--- config.mk ---
export PLATFORM = sky130hd
export DESIGN_NAME = prime_trial_step
export DESIGN_NICKNAME = d
export VERILOG_FILES = /design/src/rtl/prime_pkg.sv /design/src/rtl/prime_trial_step.sv
export SDC_FILE = /design/constraint.sdc
export NUM_CORES = 1
export LEC_CHECK = 0
export CORE_MARGIN = 1.5
export CORE_UTILIZATION = 45
export DETAILED_ROUTE_END_ITERATION = 8
export GPL_TIMING_DRIVEN = 0
export PLACE_DENSITY = 0.68
export RECOVER_POWER = 50
export SLEW_MARGIN = 0
export SYNTH_ARGS = -nofsm -noshare
export SYNTH_HDL_FRONTEND = slang
export SYNTH_SLANG_ARGS = --single-unit
--- constraint.sdc ---
create_clock -name vclk -period 21.3
set_clock_uncertainty 0.1 [all_clocks]
set_input_delay 3.195 -clock vclk [all_inputs]
set_output_delay 3.195 -clock vclk [all_outputs]
set_load 0.05 [all_outputs]
--- src/rtl/prime_pkg.sv ---
// prime_pkg: shared definitions for the prime checker slice.
//   DEFAULT_WIDTH : default candidate / divisor / count width
//   state_t       : FSM encoding (IDLE, CHECK, DONE)
//   COUNT_MAX     : saturation value of the prime counter at the default width
// Optional feature macro used by this slice: PRIME_ODD_SKIP_EN
package prime_pkg;

  localparam int DEFAULT_WIDTH = 11;

  typedef enum logic [1:0] {
    IDLE  = 2'd0,
    CHECK = 2'd1,
    DONE  = 2'd2
  } state_t;

  localparam logic [DEFAULT_WIDTH-1:0] COUNT_MAX = '1;

endpackage

--- src/rtl/prime_trial_step.sv ---
// prime_trial_step: one combinational trial-division step.
//   cand     : candidate under test
//   div      : current trial divisor (always >= 2 when used)
//   is_done  : the trial ends the check this cycle
//   is_prime : verdict when is_done (1 = prime)
//   next_div : divisor to use on the next trial
// PRIME_ODD_SKIP_EN: when defined, the divisor steps 2 -> 3 -> 5 -> 7 ...
//   (even divisors above 2 are skipped); otherwise it steps by 1.
module prime_trial_step #(
  parameter int WIDTH = prime_pkg::DEFAULT_WIDTH
) (
  input  logic [WIDTH-1:0] cand,
  input  logic [WIDTH-1:0] div,
  output logic             is_done,
  output logic             is_prime,
  output logic [WIDTH-1:0] next_div
);

  logic [2*WIDTH-1:0] div_sq;
  logic [WIDTH-1:0]   rem;
  logic               sq_over;

  // Full-width square so the compare never suffers truncation.
  assign div_sq  = {{WIDTH{1'b0}}, div} * {{WIDTH{1'b0}}, div};
  assign sq_over = div_sq > {{WIDTH{1'b0}}, cand};
  assign rem     = cand % div;

  always_comb begin
    is_done  = 1'b0;
    is_prime = 1'b0;
    // Square test has priority: no divisor up to sqrt(cand) divided it.
    if (sq_over) begin
      is_done  = 1'b1;
      is_prime = 1'b1;
    end else if (rem == '0) begin
      is_done  = 1'b1;
      is_prime = 1'b0;
    end
  end

`ifdef PRIME_ODD_SKIP_EN
  assign next_div = (div == WIDTH'(2)) ? WIDTH'(3) : div + WIDTH'(2);
`else
  assign next_div = div + WIDTH'(1);
`endif

endmodule

==> impl_metrics.csv <==
group,metric,value,unit
placement,io_buffers,34,
sta,fmax,46.13,MHz
sta,rsz0062_at_grt,"true",
layout,drive_above_1_share,0.2744,
synthesis,muxShareOfSynthArea,0.04345,
synthesis,synth_top_family_by_area,"adder cells",
drt,ant_nets,0,
global_routing,grt_pass1_vias,7662,
sta,fin_ws,-0.3779,ns
layout,finalNetCount,1306,
drt,vias,7668,
placement,place_hpwl,15140,um
floorplan,core_area,15370,um^2
synthesis,synth_area_per_cell,7.612,um^2
drt,drt-pass1-iter-count,5,
sta,relSlewSlack,0.08151,
sta,tightest_slew,1.378,ns
power_and_ir_drop,p_leak,4.545,nW
layout,syn2layout_area_growth,36.64,%
global_routing,track_usage,0.2668,
sta,hold_ws,7.393,ns
synthesis,synth_cell_types,77,
synthesis,synth-adder-area-share,0.4101,
synthesis,ys_top_cells_by_area,"ha_1 23%, fa_1 18%, inv_1 6.4%",
layout,nClkBuffers,0,
synthesis,synthSimpleGateAreaFrac,0.1979,
synthesis,synth_xor_area_frac,0.06107,
placement,place_congestion,0.9312,
global_routing,grt_antenna_before_repair,0,
critical_path,critPathArrivalTime,18.38,ns
floorplan,ios,35,
synthesis,synth_top_area_share,0.2286,
synthesis,ys_seq_area_frac,0,
drt,drc,0,
drt,via_per_inst,5.912,
sta,drv_slew,0,
layout,seq_cell_count,0,
critical_path,start_kind,"input port",
sta,fin_crit_sh,1.018,
synthesis,synthTopCellsByCount,"131 x ha_1, 123 x inv_1, 87 x nor2_1, 73 x nand2_1, 65 x fa_1",
worst_hold_path,hold_class,"input port to output pin",
job,cap_violations,0,
synthesis,syn-num-nets,1160,
critical_path,crit_path_end_kind,"output pin",
sta,tns,-0.3779,ns
drt,wirelength,23470,um
floorplan,fp.dieH,129.2,um
critical_path,critPathSlowestCell,"or4_4",
critical_path,cpPeakStageDelay,0.53,ns
global_routing,grt_max_degree,19,
sta,hold_viol,0,
global_routing,grt_overflow,0,
critical_path,crit_required,18.01,ns
floorplan,dieArea,16700,um^2
critical_path,critical_path_class,"input port to output pin",
outcome,status,"finished, violations left",
sta,finalSetupViolCount,1,
synthesis,netlist_instances,942,
floorplan,num_rows,45,
floorplan,start_util,0.4665,
sta,period_minus_slack,21.68,ns
floorplan,die_w,129.2,um
placement,dp_slack,-3.862,ns
synthesis,synth_area,7171,um^2
synthesis,synth-compound-area-share,0.2024,
global_routing,grt_pass1_wl,36150,um
synthesis,synth_top_cell_by_area,"ha_1",
synthesis,synth.most_common_cell,"ha_1",
critical_path,cp_top_family,"compound AO/OA/AOI/OAI gates",
power_and_ir_drop,power_density,79.16,nW/um^2
synthesis,yosysWarnings,0,
drt,wl_per_cell,18.09,um
drt,drtIter0Drc,578,
layout,n_antenna_cell,0,
critical_path,cp_common_cell,"ha_4",
outcome,violations,"setup timing",
critical_path,cp_max_fo,9,
power_and_ir_drop,worst_ir_drop_vdd,0.09471,mV
layout,regArea,0,um^2
critical_path,crit_buf_inv,12,
## cells in the final DEF (no fill, tap or decap), types with 6 or more instances in the layout
master,count
fa_1,64
nor3_1,25
nand2b_1,8
o21ai_2,7
inv_2,8
clkdlybuf4s50_1,17
xor2_1,16
a21oi_1,40
nand3_1,15
nand2_1,66
buf_6,14
ha_1,98
clkbuf_2,6
o211ai_1,9
o21ai_0,32
clkbuf_1,14
nand4_1,8
o21a_1,26
inv_1,113
mux2i_1,9
buf_4,100
a21oi_2,14
ha_4,31
xnor2_1,31
dlygate4sd3_1,6
nor2_1,79
nor4_1,6
a21o_1,16
a31oi_1,7
mux2_4,11
nor2b_1,6
o21ai_1,9
## through the flow
step | util | instances | power, mW | area (um^2)
after CTS | 0.6003 | 1263 | 0.7257 | 9228
after global placement | 0.5103 | 1187 | 0.6507 | 7844
after global routing | 0.6374 | 1297 | 0.8654 | 9798
final | 0.6374 | 1297 | 0.7756 | 9798
after detailed placement | 0.5103 | 1187 | 0.6587 | 7844
after floorplan | - | 942 | 0.5215 | 7239
## logic make-up (layout without fill, tap and decap cells)
| group | count (synthesis) | after routing |
|---|---|---|
| fa+ha+maj | 196 | 196 |
| compound gates | 223 | 223 |
| mux | 29 | 29 |
| other cells | 2 | 2 |
| buf+inv | 155 | 299 |
| xor+xnor | 50 | 50 |
| simple gates | 287 | 287 |
## metal layers
metal	track usage	up-vias	wire length, um
met5	0	-	0
met4	0.06147	0	587
met3	0.02601	54	1616
met2	0.4800	324	11490
met1	0.3442	3698	9775
li1	-	3592	-
## area by class of cell
class                           count  area (um^2)
Buffer                             26        190.2
Timing Repair Buffer              146         1212
Fill cell                        1290         5573
Tap cell                          211        264.0
Inverter                          127        488.0
Multi-Input combinational cell    787         7644
## final timing paths
kind | startpoint | slack (ns) | to | depth (start not counted)
worst min-delay path | div[2] | 7.39 | next_div[2] | 3
worst max-delay path | div[0] | -0.38 | is_done | 78
## power breakdown
| part | leakage [nW] | internal, mW | total, mW | switching, mW |
|---|---|---|---|---|
| clock network | 0 | 0 | 0 | 0 |
| registers | 0 | 0 | 0 | 0 |
| logic | 4.54 | 0.343 | 0.776 | 0.432 |
| total | 4.54 | 0.343 | 0.776 | 0.432 |
## repair_timing
item / CTS / global route
buffers inserted: 77 / 34
cloned: 1 / 0
pin swaps: 69 / 86
hold buffers: 0 / 0
hold endpoints to repair: 0 / 0
setup endpoints to repair: 1 / 1
resized for setup: 169 / 92
Power figures use the tool's default switching activity.
